`config.mk`:
```
export PLATFORM = sky130hd
export DESIGN_NAME = tetris_input_arbiter_flat
export DESIGN_NICKNAME = d
export VERILOG_FILES = /design/src/rtl/tetris_input_arbiter_pkg.sv /design/src/rtl/tetris_input_arbiter_if.sv /design/src/rtl/tetris_input_arbiter_debouncer.sv /design/src/rtl/tetris_input_arbiter.sv /design/src/flat_wrapper.sv
export SDC_FILE = /design/constraint.sdc
export NUM_CORES = 1
export LEC_CHECK = 0
export ABC_AREA = 1
export ABC_CLOCK_PERIOD_IN_PS = 6200
export CAP_MARGIN = 10
export CORE_UTILIZATION = 29
export DETAILED_ROUTE_END_ITERATION = 10
export GPL_TIMING_DRIVEN = 0
export SETUP_SLACK_MARGIN = 0.5
export SLEW_MARGIN = 20
export SYNTH_ARGS = -nofsm -noshare
export SYNTH_HDL_FRONTEND = slang
export SYNTH_SLANG_ARGS = --single-unit
```
`constraint.sdc`:
```
create_clock -name clk_clk -period 6.2 [get_ports clk_clk]
set_input_delay 0.93 -clock clk_clk [delete_from_list [all_inputs] [get_ports clk_clk]]
set_output_delay 0.93 -clock clk_clk [all_outputs]
set_load 0.01 [all_outputs]
```
`src/rtl/tetris_input_arbiter_pkg.sv`:
```
// tetris_input_pkg: shared types and constants for the Tetris input arbiter.
//   evt_code_e   - event codes delivered to the CPU (0 means "no event")
//   BTN_*        - bit positions of the raw buttons on btn_n
//   rpt_state_e  - states of the per-button auto-repeat FSM
//   btn_to_evt() - maps a granted source index (0..3) to its event code
package tetris_input_pkg;

  typedef enum logic [2:0] {
    EVT_NONE       = 3'd0,
    EVT_LEFT       = 3'd1,
    EVT_RIGHT      = 3'd2,
    EVT_ROT_LEFT   = 3'd3,
    EVT_ROT_RIGHT  = 3'd4,
    EVT_RESET_GAME = 3'd5
  } evt_code_e;

  localparam int NUM_BTN        = 6;
  localparam int BTN_MOVE_LEFT  = 0;
  localparam int BTN_MOVE_RIGHT = 1;
  localparam int BTN_ROT_LEFT   = 2;
  localparam int BTN_ROT_RIGHT  = 3;
  localparam int BTN_FAST_MOVE  = 4;
  localparam int BTN_RESET_GAME = 5;

  typedef enum logic [1:0] {
    RPT_IDLE   = 2'd0,
    RPT_DELAY  = 2'd1,
    RPT_REPEAT = 2'd2
  } rpt_state_e;

  // Sources 0..3 map directly onto codes 1..4.
  function automatic evt_code_e btn_to_evt(input logic [1:0] idx);
    return evt_code_e'({1'b0, idx} + 3'd1);
  endfunction

endpackage

```
`src/rtl/tetris_input_arbiter_if.sv`:
```
// tetris_input_arbiter_if: event stream handshake between the arbiter and the CPU.
//   evt_valid - FIFO holds at least one event
//   evt_code  - head event (EVT_NONE when empty)
//   evt_ready - pop strobe; an entry is consumed when evt_valid & evt_ready
// master = event producer (arbiter), slave = event consumer.
interface tetris_input_arbiter_if;
  import tetris_input_pkg::*;

  logic      evt_valid;
  evt_code_e evt_code;
  logic      evt_ready;

  modport master (output evt_valid, output evt_code, input evt_ready);
  modport slave  (input evt_valid, input evt_code, output evt_ready);
endinterface

```
`src/rtl/tetris_input_arbiter_debouncer.sv`:
```
// input_debouncer: 2-FF synchronizer plus counting debouncer for one button.
//   clk   - system clock
//   srst  - synchronous active-high reset (state returns to "released")
//   btn_n - raw active-low asynchronous button
//   level - debounced active-high level
// The counter runs while the synchronized value disagrees with the debounced
// state and clears on any agreeing cycle; the state flips on the cycle after
// the count has reached DEBOUNCE_CYCLES.
module input_debouncer #(
  parameter int DEBOUNCE_CYCLES = 500000
) (
  input  logic clk,
  input  logic srst,
  input  logic btn_n,
  output logic level
);
  localparam int CW = $clog2(DEBOUNCE_CYCLES + 1);

  logic          sync1_q, sync2_q;
  logic          state_q, state_d;
  logic [CW-1:0] cnt_q, cnt_d;

  always_comb begin
    state_d = state_q;
    cnt_d   = '0;
    if (sync2_q != state_q) begin
      if (cnt_q == CW'(DEBOUNCE_CYCLES)) begin
        state_d = sync2_q;
      end else begin
        cnt_d = cnt_q + CW'(1);
      end
    end
  end

  always_ff @(posedge clk) begin
    if (srst) begin
      sync1_q <= 1'b0;
      sync2_q <= 1'b0;
      state_q <= 1'b0;
      cnt_q   <= '0;
    end else begin
      // Inverting at the input keeps the reset value 0 meaning "released".
      sync1_q <= ~btn_n;
      sync2_q <= sync1_q;
      state_q <= state_d;
      cnt_q   <= cnt_d;
    end
  end

  assign level = state_q;
endmodule

```
`src/rtl/tetris_input_arbiter.sv`:
```
// tetris_input_arbiter: turns six raw buttons into an ordered stream of
// one-shot game events (debounce -> auto-repeat -> round-robin -> FIFO).
//   clk_clk         - system clock
//   reset_reset     - synchronous active-high reset
//   btn_n[5:0]      - raw active-low buttons (see BTN_* in the package)
//   evt_if          - event stream (valid / code / ready), master side
//   fast_move_level - debounced fast_move level
//   overflow        - sticky flag: a request was coalesced and lost
//   overflow_clr    - clears overflow (a same-cycle new overflow wins)
module tetris_input_arbiter
  import tetris_input_pkg::*;
#(
  parameter int DEBOUNCE_CYCLES = 500000,
  parameter int REPEAT_DELAY    = 15000000,
  parameter int REPEAT_PERIOD   = 5000000,
  parameter int FIFO_DEPTH      = 8
) (
  input  logic                        clk_clk,
  input  logic                        reset_reset,
  input  logic [NUM_BTN-1:0]          btn_n,
  tetris_input_arbiter_if.master      evt_if,
  output logic                        fast_move_level,
  output logic                        overflow,
  input  logic                        overflow_clr
);
  localparam int PW   = $clog2(FIFO_DEPTH);
  localparam int RMAX = (REPEAT_DELAY > REPEAT_PERIOD) ? REPEAT_DELAY : REPEAT_PERIOD;
  localparam int RW   = $clog2(RMAX + 1);
  // Sources that produce events on a debounced rising edge.
  localparam logic [NUM_BTN-1:0] EVT_SRC_MASK = NUM_BTN'((1 << BTN_MOVE_LEFT) |
      (1 << BTN_MOVE_RIGHT) | (1 << BTN_ROT_LEFT) | (1 << BTN_ROT_RIGHT) | (1 << BTN_RESET_GAME));

  logic [NUM_BTN-1:0] db_level, db_prev_q, rise, set_req;
  logic [NUM_BTN-1:0] pending_q, pending_d, clear_mask, dropped;
  logic [1:0]         rpt_fire;
  logic [1:0]         rr_ptr_q, rr_ptr_d, grant_idx, cand;
  logic               grant_found, flush, push, pop, empty, full;
  logic               overflow_q, overflow_d;
  logic [PW-1:0]      rd_ptr_q, rd_ptr_d, wr_ptr_q, wr_ptr_d, wr_addr;
  logic [PW:0]        count_q, count_d;
  logic               wr_en;
  evt_code_e          wr_data;
  evt_code_e          mem_q [FIFO_DEPTH];

  genvar gi;
  generate
    for (gi = 0; gi < NUM_BTN; gi++) begin : g_db
      input_debouncer #(.DEBOUNCE_CYCLES(DEBOUNCE_CYCLES)) u_db (
        .clk   (clk_clk),
        .srst  (reset_reset),
        .btn_n (btn_n[gi]),
        .level (db_level[gi])
      );
    end
  endgenerate

  assign rise = db_level & ~db_prev_q;

  // Auto-repeat for the two move buttons. A debounced release forces IDLE
  // before any timer expiry is considered, so no event follows a release.
  generate
    for (gi = 0; gi < 2; gi++) begin : g_rpt
      rpt_state_e    rpt_q, rpt_d;
      logic [RW-1:0] tmr_q, tmr_d;
      logic          fire;

      always_comb begin
        rpt_d = rpt_q;
        tmr_d = tmr_q + RW'(1);
        fire  = 1'b0;
        if (!db_level[BTN_MOVE_LEFT + gi]) begin
          rpt_d = RPT_IDLE;
          tmr_d = '0;
        end else begin
          case (rpt_q)
            RPT_IDLE: begin
              tmr_d = '0;
              if (rise[BTN_MOVE_LEFT + gi]) rpt_d = RPT_DELAY;
            end
            RPT_DELAY: if (tmr_q == RW'(REPEAT_DELAY - 1)) begin
              fire  = 1'b1;
              rpt_d = RPT_REPEAT;
              tmr_d = '0;
            end
            RPT_REPEAT: if (tmr_q == RW'(REPEAT_PERIOD - 1)) begin
              fire  = 1'b1;
              tmr_d = '0;
            end
            default: begin
              rpt_d = RPT_IDLE;
              tmr_d = '0;
            end
          endcase
        end
      end

      always_ff @(posedge clk_clk) begin
        if (reset_reset) begin
          rpt_q <= RPT_IDLE;
          tmr_q <= '0;
        end else begin
          rpt_q <= rpt_d;
          tmr_q <= tmr_d;
        end
      end

      assign rpt_fire[gi] = fire;
    end
  endgenerate

  assign set_req = (rise & EVT_SRC_MASK) | {{(NUM_BTN-2){1'b0}}, rpt_fire};

  // Round-robin search over sources 0..3 starting at rr_ptr_q.
  always_comb begin
    grant_found = 1'b0;
    grant_idx   = rr_ptr_q;
    cand        = rr_ptr_q;
    for (int k = 0; k < 4; k++) begin
      cand = rr_ptr_q + 2'(k);
      if (!grant_found && pending_q[cand]) begin
        grant_found = 1'b1;
        grant_idx   = cand;
      end
    end
  end

  assign empty = (count_q == '0);
  assign full  = (count_q == (PW+1)'(FIFO_DEPTH));
  assign pop   = ~empty & evt_if.evt_ready;
  assign flush = pending_q[BTN_RESET_GAME];
  // A same-cycle pop frees the slot, so a full FIFO can still accept a push.
  assign push  = ~flush & grant_found & (~full | pop);

  always_comb begin
    clear_mask = '0;
    if (flush)     clear_mask = '1;
    else if (push) clear_mask = NUM_BTN'(1) << grant_idx;
    // A request for a source whose bit is being granted this cycle is not lost.
    dropped    = set_req & pending_q & ~clear_mask;
    pending_d  = (pending_q & ~clear_mask) | set_req;
    overflow_d = overflow_q;
    if (|dropped)          overflow_d = 1'b1;
    else if (overflow_clr) overflow_d = 1'b0;
    rr_ptr_d = push ? grant_idx + 2'd1 : rr_ptr_q;

    rd_ptr_d = rd_ptr_q;
    wr_ptr_d = wr_ptr_q;
    count_d  = count_q;
    if (flush) begin
      rd_ptr_d = '0;
      wr_ptr_d = PW'(1);
      count_d  = (PW+1)'(1);
    end else begin
      if (push) wr_ptr_d = wr_ptr_q + PW'(1);
      if (pop)  rd_ptr_d = rd_ptr_q + PW'(1);
      count_d = count_q + (PW+1)'(push) - (PW+1)'(pop);
    end

    wr_en   = flush | push;
    wr_addr = flush ? '0 : wr_ptr_q;
    wr_data = flush ? EVT_RESET_GAME : btn_to_evt(grant_idx);
  end

  // Storage carries no reset; contents are meaningless while count_q is 0.
  always_ff @(posedge clk_clk) begin
    if (wr_en) mem_q[wr_addr] <= wr_data;
  end

  always_ff @(posedge clk_clk) begin
    if (reset_reset) begin
      db_prev_q  <= '0;
      pending_q  <= '0;
      rr_ptr_q   <= '0;
      rd_ptr_q   <= '0;
      wr_ptr_q   <= '0;
      count_q    <= '0;
      overflow_q <= 1'b0;
    end else begin
      db_prev_q  <= db_level;
      pending_q  <= pending_d;
      rr_ptr_q   <= rr_ptr_d;
      rd_ptr_q   <= rd_ptr_d;
      wr_ptr_q   <= wr_ptr_d;
      count_q    <= count_d;
      overflow_q <= overflow_d;
    end
  end

  assign evt_if.evt_valid = ~empty;
  assign evt_if.evt_code  = empty ? EVT_NONE : mem_q[rd_ptr_q];
  assign fast_move_level  = db_level[BTN_FAST_MOVE];
  assign overflow         = overflow_q;
endmodule

```
`src/flat_wrapper.sv`:
```
// flat-port wrapper written by rule: the top's interface ports become plain ports
module tetris_input_arbiter_flat import tetris_input_pkg::*;
#(
  parameter int DEBOUNCE_CYCLES = 500000,
  parameter int REPEAT_DELAY    = 15000000,
  parameter int REPEAT_PERIOD   = 5000000,
  parameter int FIFO_DEPTH      = 8
)
  (clk_clk, reset_reset, btn_n, fast_move_level, overflow, overflow_clr, evt_if_evt_valid, evt_if_evt_code, evt_if_evt_ready);
  tetris_input_arbiter_if evt_if_i ();
  input  logic clk_clk;
  input  logic reset_reset;
  input  logic [NUM_BTN-1:0] btn_n;
  output logic fast_move_level;
  output logic overflow;
  input  logic overflow_clr;
  output wire logic [$bits(evt_if_i.evt_valid)-1:0] evt_if_evt_valid;
  output wire logic [$bits(evt_if_i.evt_code)-1:0] evt_if_evt_code;
  input wire logic [$bits(evt_if_i.evt_ready)-1:0] evt_if_evt_ready;
  assign evt_if_evt_valid = evt_if_i.evt_valid;
  assign evt_if_evt_code = evt_if_i.evt_code;
  assign evt_if_i.evt_ready = evt_if_evt_ready;
  tetris_input_arbiter #(.DEBOUNCE_CYCLES(DEBOUNCE_CYCLES), .REPEAT_DELAY(REPEAT_DELAY), .REPEAT_PERIOD(REPEAT_PERIOD), .FIFO_DEPTH(FIFO_DEPTH)) u_core (.clk_clk(clk_clk), .reset_reset(reset_reset), .btn_n(btn_n), .evt_if(evt_if_i), .fast_move_level(fast_move_level), .overflow(overflow), .overflow_clr(overflow_clr));
endmodule
```
* Yosys cells after proc, flatten, opt, wreduce, memory -nomap -nowiden
Memories as Yosys holds them, arrays and structs flattened. A register that Yosys moved wholly into a read port is not among the register bits.
Index checks and enable logic that the tools add are counted.
** Cells by class
- $add $sub $neg :: 17
- $lt $le $gt $ge :: 4
- Eq/ne operators :: 25
- Shifts and indexed selects :: 1
- Muxes and demuxes :: 49
- Bitwise gates (word level) :: 32
- Reductions and logical operators :: 29
** Operator list (number)
- 19-bit by 1-bit adder with 19-bit output, second input constant :: 6
- 19-bit == test, second input constant :: 6
- 24-bit two-way mux :: 4
- 24-bit one-hot mux with 2 select lines :: 2
- 24-bit by 1-bit adder with 24-bit output, second input constant :: 2
- 24-bit by 23-bit == test with 1-bit output, second input constant :: 2
- 24-bit == test, second input constant :: 2
- 6-bit bitwise AND :: 4
- 1-bit two-way mux :: 21
- 1-bit NOT :: 19
- 3-bit OR reduction :: 6
- 2-bit by 4-bit < comparator with 1-bit output, second input constant :: 4
- 3-bit two-way mux :: 5
- 2-bit two-way mux :: 7
- 6-bit two-way mux :: 2
- 6-bit NOT :: 2
- 2-bit one-hot mux with 3 select lines :: 2
- 2-bit AND reduction :: 6
- 1-bit binary-select mux with 2-bit select :: 4
- 2-bit by 1-bit != test with 1-bit output, second input constant :: 4
- 3-bit by 1-bit adder with 3-bit output, second input constant :: 2
- 1-bit != test :: 6
- 6-bit by 2-bit OR with 6-bit output :: 1
- 6-bit OR :: 1
- other kinds (20) :: 37
** Storage, ports and cells
- Bits in registers :: 209
- Bits in writable memories :: 24
- Bits of input ports :: 10
- Output and inout port bits :: 6
- Logic and storage cells :: 195
- Memories :: 1
** Memories
- u_core.mem_q :: depth 8, width 3, rd ports 1, clocked after Yosys merged registers in 1, wr ports 1, line tetris_input_arbiter.sv:43 : evt_code_e mem_q [FIFO_DEPTH];

* Logic depth before layout (Yosys ltp)
- Word-level depth :: 20
- Mapped depth :: 19
- Gate-level depth less buffers :: 18

* Hierarchy
From an unflattened synthesis, not the netlist that was laid out.
** Second synthesis, totals
- Cell total of the unflattened synthesis :: 1647
- Area, all modules :: 11848.9 sq um
** Modules (own cells, without submodules)
- input_debouncer :: instances 6, cells each 160, area an instance 1098.6 sq um, sequential area each 440.4 sq um
- tetris_input_arbiter :: instances 1, cells each 687, area an instance 5257.5 sq um, sequential area each 2282.2 sq um

* Worst setup path after synthesis
OpenSTA, ideal clock, no wires.
- Kind :: input to register
- Start point :: input port evt_if_evt_ready
- End point :: register u_core.count_q[2]
- Setup time :: 0.122 ns
- Arrival time :: 2.500 ns
- Required time :: 6.078 ns
- Setup slack :: 3.578 ns
- Cell stages on the path :: 9
- Path buffers :: 0
- Path through :: nand2_1 a31oi_1 nand2_2 ha_1 inv_1 ha_1 fa_1 xnor2_1 nor2_1
** On the way
- Word-level cells in the longest chain between the ends :: 5
** Ends and longest elaborated chain
- start, declared :: line flat_wrapper.sv:19 : input wire logic [$bits(evt_if_i.evt_ready)-1:0] evt_if_evt_ready;
- 1-bit bitwise AND * :: line tetris_input_arbiter.sv:129 : assign pop = ~empty & evt_if.evt_ready;
- 1-bit OR :: line tetris_input_arbiter.sv:132 : assign push = ~flush & grant_found & (~full | pop);
- 1-bit bitwise AND :: line tetris_input_arbiter.sv:132
- 4-bit by 1-bit adder with 4-bit output :: line tetris_input_arbiter.sv:156 : count_d = count_q + (PW+1)'(push) - (PW+1)'(pop);
- 4-bit by 1-bit subtractor with 4-bit output * :: line tetris_input_arbiter.sv:156
- end signal, assigned :: line tetris_input_arbiter.sv:184 : count_q <= count_d;
- end, declared :: line tetris_input_arbiter.sv:40 : logic [PW:0] count_q, count_d;
Every way passes the cells marked *; elsewhere a longest branch is shown, timed or not.
A chain may end at the register's enable or synchronous reset.

==> flow_summary.toml <==
[detailed_routing]
drc_errors = 0
wl_um = 21600
avgRoutedWirePerCell_um = 10.7
final_antenna_net_count = 0
firstDrtPassIters = 5
drt_iter0_markers = 446
vias = 8997
vias_per_cell = 4.46

[power]
leakagePower_uw = 0.00427
p_sw_uw = 943
ir_drop_v = 0.000262
p_int_uw = 2840
power_density_mw_per_mm2 = 295
switching_share_pct = 24.9
seq_power_share_pct = 43.0
pwr-share-clk_pct = 45.2
pwr-share-comb_pct = 11.8

[grt]
grt_start_max_net_pins = 14
top_usage_layer = "met2"
grt_use_met3_pct = 2.05
grtUsageMet1_pct = 14.8
gr-usage-met2_pct = 19.2
overflow = 0
grt_pass1_vias = 8514
grt_pass1_wl_um = 37800
track_usage_pct = 11.3
antenna_found_initial = 0

[placed_design]
hpwl_um = 15700
dp.cells = 1968
portBuffers = 15
gp_congestion = 0.811

[clock_tree]
root_buffer = "clkbuf_16"
cts.htree.levels = 1
hold_buffers = 0
postCtsSetupBuffers = 0
path_clk_slew_ns = 0.06
cts.sinks = 234
ctsResizeCount = 0
cts_buffer_depth = 3
cts_tree = "done"
numCtsBuffers = 27
clock_latency_ns = 0.53

[yosys]
synth.avg_cell_area_um2 = 7.67
yosysTopAreaCell = "dfxtp_1"
synth_ff_type = "dfxtp_1"
synth_top_area_share_pct = 38.0
synth-edff-count = 24
yosysUniqueCellTypes = 47
ys_top_cells_by_area = "dfxtp_1 (38%), nor2_1 (8.1%), nand2_1 (7.3%), inv_1 (6.6%), edfxtp_1 (6.5%)"
syn_nets = 1485
async_reset_ff_share_pct = 0
yosysWarnings = 0
syn_inst = 1442
seq_area_frac_synth_pct = 44.6
synth_area_mm2 = 0.0111
synth_commonest_cells = "nor2_1 (238), nand2_1 (214), dfxtp_1 (210)"
synth_seq_cells = 234
synth_most_common_cell = "nor2_1"

[setup_path]
crit_required_ns = 5.27
critPathMaxFanout = 10
r2r_slack_ns = 3.44
worst_path_max_delay_cell = "clkdlybuf4s50_1"
ff2ff_path_depth = 12
worstPathArrival_ns = 2.53
reg2reg_to = "u_core.count_q[2]$_SDFF_PP0_"
cpPeakStageDelay_ns = 0.55
startpoint_type = "flip-flop"
path_class = "reg2out"
crit_top_cell = "o21ai_0"
critical_path_buf_inv_count = 2
path_delay_family = "buffers and inverters"
rr_startpoint = "u_core.count_q[2]$_SDFF_PP0_"
crit_chain = "clkbuf_1, o21ai_0, o22ai_1, o21ai_0, a31oi_1, clkdlybuf4s50_1"
end_kind = "output port"

[final_layout]
area_delta_synth_final_pct = 15.9
fillers = 3909
nets = 1529
diodes = 0
stdcell_count = 2018
final_layout_size_suffix_gt1_share_pct = 8.76
fin_util_pct = 34.1

[worst_hold_path]
hp-start = "u_core.db_prev_q[5]$_SDFF_PP0_"
hold_path_class = "reg2reg"
hold_path_depth = 1
min_to = "u_core.pending_q[5]$_SDFF_PP0_"

[die]
num_rows = 71
ioPinCount = 16
dieArea_mm2 = 0.0389
start_util_pct = 29.4
core_mm2 = 0.0376
dieWidth_um = 197
die_h_um = 197

[timing]
slew_viol_final = 0
timing.hold.ws_ns = 0.397
relSlewSlack_pct = 54.0
fin_crit_ns = 3.46
setup_viol = 0
post-route-period-util_pct = 55.8
worst_pin_slew_ns = 0.690
fin_setup_tns_ns = 0
finClkSkew_ns = 0.0100
rsz0062_at_grt = "false"
hold_viol = 0
max_freq_ghz = 0.289

[flow_run]
drv_cap = 0

[run_status]
outcome = "completed"
==> worst register-to-register path: stages (launching register included) <==
cell	delay [ns]
dfxtp_1	0.30
inv_1	0.07
ha_1	0.20
nand2_1	0.16
nand2_1	0.17
a31oi_1	0.40
nand2_2	0.19
ha_1	0.31
inv_1	0.04
ha_1	0.20
fa_1	0.40
xnor2_1	0.16
nor2_1	0.05
==> layout by cell type, fill, tap and decap left out, types with 15 or more instances in the layout <==
master	netlist	final
dfxtp_1	210	210
o21ai_0	61	61
nor2_1	238	238
nor3_1	70	70
edfxtp_1	24	24
nand3_1	56	56
nand2_1	214	214
nand4_1	40	40
ha_1	32	32
inv_1	193	193
nor2_2	22	22
a21oi_1	80	80
clkbuf_16	0	27
xor2_1	40	40
clkdlybuf4s50_1	0	15
==> stage by stage <==
stage / power [uW] / setup WS, ns / area [um2]
after floorplan: 1960 / 3.58 / 11100
after global placement: 2090 / 2.81 / 11800
after detailed placement: 2110 / 2.80 / 11800
after CTS: 3850 / 2.69 / 12800
after global routing: 3970 / 2.57 / 12800
final: 3780 / 2.74 / 12800
==> state kept, by name, summed over array words and instances, names as in the netlist, named ones only <==
| signal | flops |
|---|---|
| u_core.g_db.u_db.cnt_q | 114 |
| u_core.g_rpt.tmr_q | 48 |
| u_core.mem_q | 24 |
| u_core.g_db.u_db.level | 6 |
| u_core.g_db.u_db.sync1_q | 6 |
| u_core.g_db.u_db.sync2_q | 6 |
| u_core.db_prev_q | 5 |
| u_core.pending_q | 5 |
| u_core.count_q | 4 |
| u_core.g_rpt.rpt_q | 4 |
| u_core.rd_ptr_q | 3 |
| u_core.wr_ptr_q | 3 |
| u_core.rr_ptr_q | 2 |
| u_core.overflow | 1 |
==> how the worst max path moves through the flow <==
stage                                 from                      endpoint  slack, ns  cells after the start
after floorplan           evt_if_evt_ready  u_core.count_q[2]$_SDFF_PP0_       3.58                      9
after global placement    evt_if_evt_ready  u_core.count_q[2]$_SDFF_PP0_       2.81                     10
after detailed placement  evt_if_evt_ready  u_core.count_q[2]$_SDFF_PP0_       2.80                     10
after CTS                        flip-flop            evt_if_evt_code[1]       2.69                      6
after global routing             flip-flop            evt_if_evt_code[1]       2.57                      6
final                            flip-flop            evt_if_evt_code[1]       2.74                      6
==> layer usage <==
metal  share of wire [%]  vias to the layer above  wire, um
met5                   0                        -         0
met4                 1.9                        0       418
met3                 3.5                       31       750
met2                  45                       91      9670
met1                  50                     4085     10800
li1                    -                     4790         -
==> cell families after synthesis <==
family          synth area share [%]
xor+xnor                        4.43
flops                           44.6
buf+inv                         7.73
fa+ha+maj                       3.80
simple gates                    30.8
compound gates                  8.66
==> final cells by class <==
class | count | area [um2] | area share, %
inverter | 200 | 756 | 5.90
clock buffer | 29 | 703 | 5.49
tap | 511 | 639 | 4.99
clock inverter | 21 | 269 | 2.10
buffer | 18 | 98.8 | 0.771
sequential | 234 | 4920 | 38.4
timing repair buffer | 15 | 150 | 1.17
multi-input combinational | 990 | 5280 | 41.2
==> power by group through the flow <==
stage / clock network [uW] / registers (uW) / logic, uW
after floorplan: 0 / 1650 / 313
after global placement: 0 / 1660 / 436
after detailed placement: 0 / 1660 / 450
after CTS: 1770 / 1630 / 453
after global routing: 1830 / 1630 / 516
final: 1710 / 1630 / 447
No activity file was read; power rests on OpenSTA's default activity.
==> edit 1: new RTL, same settings <==
Register the input `btn_n` before use. The logic sees it one clock later. The other inputs are not delayed to match.
--- a/src/rtl/tetris_input_arbiter.sv
+++ b/src/rtl/tetris_input_arbiter.sv
@@ -30,6 +30,12 @@
   localparam logic [NUM_BTN-1:0] EVT_SRC_MASK = NUM_BTN'((1 << BTN_MOVE_LEFT) |
       (1 << BTN_MOVE_RIGHT) | (1 << BTN_ROT_LEFT) | (1 << BTN_ROT_RIGHT) | (1 << BTN_RESET_GAME));
 
+  logic [NUM_BTN-1:0] btn_n_q;
+
+  always_ff @(posedge clk_clk) begin
+    btn_n_q <= btn_n;
+  end
+
   logic [NUM_BTN-1:0] db_level, db_prev_q, rise, set_req;
   logic [NUM_BTN-1:0] pending_q, pending_d, clear_mask, dropped;
   logic [1:0]         rpt_fire;
@@ -48,7 +54,7 @@
       input_debouncer #(.DEBOUNCE_CYCLES(DEBOUNCE_CYCLES)) u_db (
         .clk   (clk_clk),
         .srst  (reset_reset),
-        .btn_n (btn_n[gi]),
+        .btn_n (btn_n_q[gi]),
         .level (db_level[gi])
       );
     end
Formal check against the unedited RTL: same outputs for any inputs over 10 cycles, from zero or initial values and one cycle with reset_reset high; that may be too few to reach the edited logic, so the function may still have changed.
==> edit 1 against the original RTL <==
Power increased by 3.6%. Critical path depth stayed put. Worst setup slack better by 0.20 ns. Sequential cell count increased by 6. Synthesized area increased by 1.7%. Final area grew 0.84%. Routed wire length shrank 1.4%. Count of clock-buffer cells in the layout increased by 8. Global-route usage shrank 0.12 points.
==> edit 1: results <==
set metrics [dict create \
    post_synth_most_frequent_cells "sky130_fd_sc_hd__nor2_1 (261), sky130_fd_sc_hd__nand2_1 (222), sky130_fd_sc_hd__dfxtp_1 (216), sky130_fd_sc_hd__inv_1 (211), sky130_fd_sc_hd__a21oi_1 (79)" \
    dp.final_hpwl_microns 15700 \
    max-slew-margin-rel_pct 50.0 \
    final.setup_skew_ns 0.0123 \
    tritoncts.num_buffers 26 \
    drive_above_1_share_pct 8.38 \
    p_leak_nw 4.51 \
    drt-pass1-iter-count 5 \
    outcome "complete, no violations" \
    synth_seq_area_share_pct 44.9 \
    cts-root-to-sink-buffers 3 \
    buffer_ports.inserted 14 \
    setup.reg_to_reg.worst_slack_ns 3.41 \
    hp-class "reg2reg" \
    largest_net_degree_at_the_start_of_global_routing 15 \
    detailroute.via_count 9014 \
    post_drt_wl_per_cell_microns 10.5 \
    ir_worst_vdd_mv 0.224 \
    grt_pass1_wl_microns 37900 \
    total_number_of_clock_tree_sinks 240 \
    post_synth_fa_ha_maj_area_fraction_pct 3.74 \
    synthesized_area_fraction_occupied_by_xor_and_xnor_cells_pct 4.04 \
    antenna_violating_nets_post_route 0 \
    final_net_count 1552 \
    compound_gate_portion_of_the_synthesized_area_pct 8.85 \
    ys_dominant_reg_cell "sky130_fd_sc_hd__dfxtp_1" \
    gp_routability_congestion 0.839 \
    drt_iter0_markers 452 \
    ys_top_cells_by_area "sky130_fd_sc_hd__dfxtp_1 (38%), sky130_fd_sc_hd__nor2_1 (8.7%), sky130_fd_sc_hd__nand2_1 (7.4%), sky130_fd_sc_hd__inv_1 (7.0%), sky130_fd_sc_hd__edfxtp_1 (6.4%)" \
    vias_in_the_first_global_route 8585 \
    synth_cell_types 55 \
    path_max_fanout 10 \
    track_usage_pct 11.2 \
    critical_path.slowest_cell "sky130_fd_sc_hd__clkdlybuf4s50_1" \
    critPathArrivalTime_ns 2.33 \
]
[edit 1: changes by cell type after synthesis, sizes merged, moves of 4 or more]
cell and change:
nand3b -5, nor2 +15, dfxtp +6, nand2 +11, or2 -4, nand4 -5, nand3 +5, inv +14
[edit 1: final timing paths]
path | start | to | depth (start not counted)
min reg2reg | u_core.btn_n_q[4] | u_core.g_db[4].u_db.sync1_q | 1
max | flop | evt_if_evt_code[1] | 6
max reg2reg | u_core.count_q[2] | u_core.count_q[2] | 13
min | u_core.btn_n_q[4] | u_core.g_db[4].u_db.sync1_q | 1
[edit 1: through the flow]
stage                     utilization [%]  hold slack [ns]  instances  setup WS (ns)  area [sq um]
after global placement               31.7            0.374       1992           2.83         12000
after CTS                            34.1            0.374       2039           2.89         12900
after global routing                 34.1            0.387       2039           2.77         12900
after floorplan                         -            0.363       1467           3.52         11200
after detailed placement             31.7            0.365       1992           2.81         12000
final                                34.1            0.374       2039           2.94         12900
[edit 1: final cells by class]
class	count	area, sq um
buffer	18	95.1
clock buffer	37	795
clock inverter	10	110
fill	4000	25000
inverter	215	810
multi-input combinational	994	5290
sequential	240	5040
tap	511	639
timing repair buffer	14	140
[edit 1: cells by family after synthesis]
group | count (synthesis)
DFF | 240
AOI/OAI and AO/OA | 178
buffers and inverters | 233
xor gates and xnor gates | 51
adders and majority gates | 33
and+or+nand+nor | 732
[edit 1: power by group]
part | internal [W] | total, W | leakage, nW | switching (W)
sequential | 0.00169 | 0.00172 | 1.97 | 0.0000302
clock | 0.000974 | 0.00160 | 0.445 | 0.000624
combinational | 0.000208 | 0.000598 | 2.10 | 0.000391
[edit 1: metal layers]
layer / global-route usage [%] / share of wire (%)
met1: 15.0 / 51
met2: 18.7 / 44
met3: 1.75 / 3.4
met4: 3.02 / 2.1
met5: 0 / 0
==> edit 2: new RTL, config.mk and constraints unchanged <==
Made on the original files. `DEBOUNCE_CYCLES` is set to 500000 in 3 places; all go to 1000000.
--- a/src/rtl/tetris_input_arbiter_debouncer.sv
+++ b/src/rtl/tetris_input_arbiter_debouncer.sv
@@ -7,7 +7,7 @@
 // state and clears on any agreeing cycle; the state flips on the cycle after
 // the count has reached DEBOUNCE_CYCLES.
 module input_debouncer #(
-  parameter int DEBOUNCE_CYCLES = 500000
+  parameter int DEBOUNCE_CYCLES = 1000000
 ) (
   input  logic clk,
   input  logic srst,
--- a/src/rtl/tetris_input_arbiter.sv
+++ b/src/rtl/tetris_input_arbiter.sv
@@ -10,7 +10,7 @@
 module tetris_input_arbiter
   import tetris_input_pkg::*;
 #(
-  parameter int DEBOUNCE_CYCLES = 500000,
+  parameter int DEBOUNCE_CYCLES = 1000000,
   parameter int REPEAT_DELAY    = 15000000,
   parameter int REPEAT_PERIOD   = 5000000,
   parameter int FIFO_DEPTH      = 8
--- a/src/flat_wrapper.sv
+++ b/src/flat_wrapper.sv
@@ -1,7 +1,7 @@
 // flat-port wrapper written by rule: the top's interface ports become plain ports
 module tetris_input_arbiter_flat import tetris_input_pkg::*;
 #(
-  parameter int DEBOUNCE_CYCLES = 500000,
+  parameter int DEBOUNCE_CYCLES = 1000000,
   parameter int REPEAT_DELAY    = 15000000,
   parameter int REPEAT_PERIOD   = 5000000,
   parameter int FIFO_DEPTH      = 8
Behaviour: same outputs for any inputs over 10 cycles, from zero or initial values and one cycle with reset_reset high; that may be too few to reach the edited logic, so the function may still have changed.
==> edit 2 against the original RTL <==
Synthesized area increased by 4.3%. Sequential share of layout area decreased by 0.25 points. Global-route usage decreased by 0.23 points. Sequential cell count increased by 6. Clock skew decreased by 0.0015 ns. Final area increased by 3.1%. Power decreased by 0.52%. Combinational power increased by 12%. Worst setup slack improved by 0.22 ns. Routed wire length increased by 3.4%.
==> edit 2: results <==
set metrics [dict create \
    synthesized_area_fraction_occupied_by_xor_and_xnor_cells_pct 3.71 \
    ys_warn_count 0 \
    fillerInstances 4066 \
    p_leak_nw 4.65 \
    place_inst 2057 \
    final_net_count 1612 \
    critical_path.slowest_cell "sky130_fd_sc_hd__clkdlybuf4s50_1" \
    fin_hold_ws_ns 0.391 \
    setup.reg_to_reg.worst_slack_ns 3.53 \
    critPathArrivalTime_ns 2.32 \
    synth_seq_area_share_pct 43.8 \
    reg2reg_depth 14 \
    postCtsSetupRepairBufs 0 \
    multi_input_area_sq_um 5540 \
    tritoncts.num_buffers 28 \
    ys_top_cells_by_area "sky130_fd_sc_hd__dfxtp_1 (38%), sky130_fd_sc_hd__nor2_1 (7.9%), sky130_fd_sc_hd__nand2_1 (7.9%), sky130_fd_sc_hd__inv_1 (7.0%), sky130_fd_sc_hd__edfxtp_1 (6.3%)" \
    worst_setup_slack_after_placement_ns 2.89 \
    post_drt_wl_per_cell_microns 10.6 \
    post_synth_fa_ha_maj_area_fraction_pct 3.65 \
    postPlaceCellArea_sq_um 12300 \
    drt_iter0_markers 485 \
    post_synth_most_frequent_cells "sky130_fd_sc_hd__nor2_1 (244), sky130_fd_sc_hd__nand2_1 (243), sky130_fd_sc_hd__dfxtp_1 (216), sky130_fd_sc_hd__inv_1 (215), sky130_fd_sc_hd__a21oi_1 (88)" \
    slowest_delay_ns 0.56 \
    grt_pass1_wl_microns 39300 \
    detail_route.vias_per_cell 4.44 \
    final_max_slew_viol_count 0 \
    globalRouteOverflowTotal 0 \
    largest_net_degree_at_the_start_of_global_routing 14 \
    critical_path.startpoint_type "flop" \
    synth_edf_count 24 \
    outcome "complete, no violations" \
    drive_above_1_share_pct 8.55 \
    detailroute.via_count 9363 \
    htree_levels 1 \
    hp-class "reg2reg" \
    synth.avg_cell_area_sq_um 7.56 \
    grt_antenna_before_repair 0 \
    post_synth_mux_area_share_pct 0 \
    gp_routability_congestion 0.779 \
    buffer_ports.inserted 14 \
    drt-pass1-iter-count 5 \
    compound_gate_portion_of_the_synthesized_area_pct 9.18 \
    final.setup_skew_ns 0.00849 \
    path_max_fanout 10 \
    vias_in_the_first_global_route 8803 \
    synth_cell_types 49 \
    worst_setup_hold_path_clk_slew_ns 0.05 \
    regToRegStartpoint "u_core.rr_ptr_q[1]" \
    crit_path_end "evt_if_evt_code[0]" \
    worst_skew_pair.late_latency_ns 0.53 \
    layout_top_registers "u_core.g_db.u_db.cnt_q: 120 flops, u_core.g_rpt.tmr_q: 48 flops, u_core.mem_q: 24 flops" \
    track_usage_pct 11.1 \
    cts-root-to-sink-buffers 3 \
    max-slew-margin-rel_pct 62.1 \
    worst_r2r_endpoint "u_core.mem_q[5][1]" \
    synth-async-reset-ratio_pct 0 \
    ir_worst_vdd_mv 0.141 \
    timing.critical_path.max_delay_family "buffers and inverters" \
    final.setup.worst_slack_ns 2.95 \
    dp.final_hpwl_microns 16600 \
]
-- edit 2: changes by cell type after synthesis, moves of 6 or more --
cell / delta
sky130_fd_sc_hd__nand2_1: +29
sky130_fd_sc_hd__inv_1: +22
sky130_fd_sc_hd__nor3_1: -11
sky130_fd_sc_hd__nor4_1: +10
sky130_fd_sc_hd__a21oi_1: +8
sky130_fd_sc_hd__nand4_1: -7
sky130_fd_sc_hd__o21a_1: +7
sky130_fd_sc_hd__dfxtp_1: +6
sky130_fd_sc_hd__nand3_1: +6
sky130_fd_sc_hd__nor2_1: +6
-- edit 2: layer usage --
metal	vias to the layer above	part of all wire, %	routed length [microns]	track usage (%)
met4	0	1.3	283	2.76
met3	20	3.6	796	1.68
met1	4193	49	10900	14.3
li1	5051	-	-	-
met2	99	46	10400	19.3
met5	-	0	0	0
-- edit 2: worst min path at each step --
stage | from | to | cells past startpoint
after global routing | u_core.db_prev_q[5] | u_core.pending_q[5] | 1
after CTS | u_core.db_prev_q[5] | u_core.pending_q[5] | 1
after detailed placement | u_core.db_prev_q[5] | u_core.pending_q[5] | 1
after floorplan | u_core.db_prev_q[5] | u_core.pending_q[5] | 1
final | u_core.db_prev_q[5] | u_core.pending_q[5] | 1
after global placement | u_core.db_prev_q[5] | u_core.pending_q[5] | 1
-- edit 2: layout make-up --
type	count	area share (%)
repair buffers	14	1.06
flip-flops and latches	240	38.2
clock inverters	11	0.568
clock buffers	41	6.22
plain buffers	19	0.672
well taps	518	4.90
inverters	227	6.45
diodes	1	0.0189
multi-input cells	1039	41.9
-- edit 2: power breakdown --
group	leakage [nW]	total [W]	switching, W	internal (W)
Sequential	1.96	0.00169	0.0000308	0.00166
Combinational	2.24	0.000501	0.000320	0.000181
Clock	0.445	0.00157	0.000617	0.000954
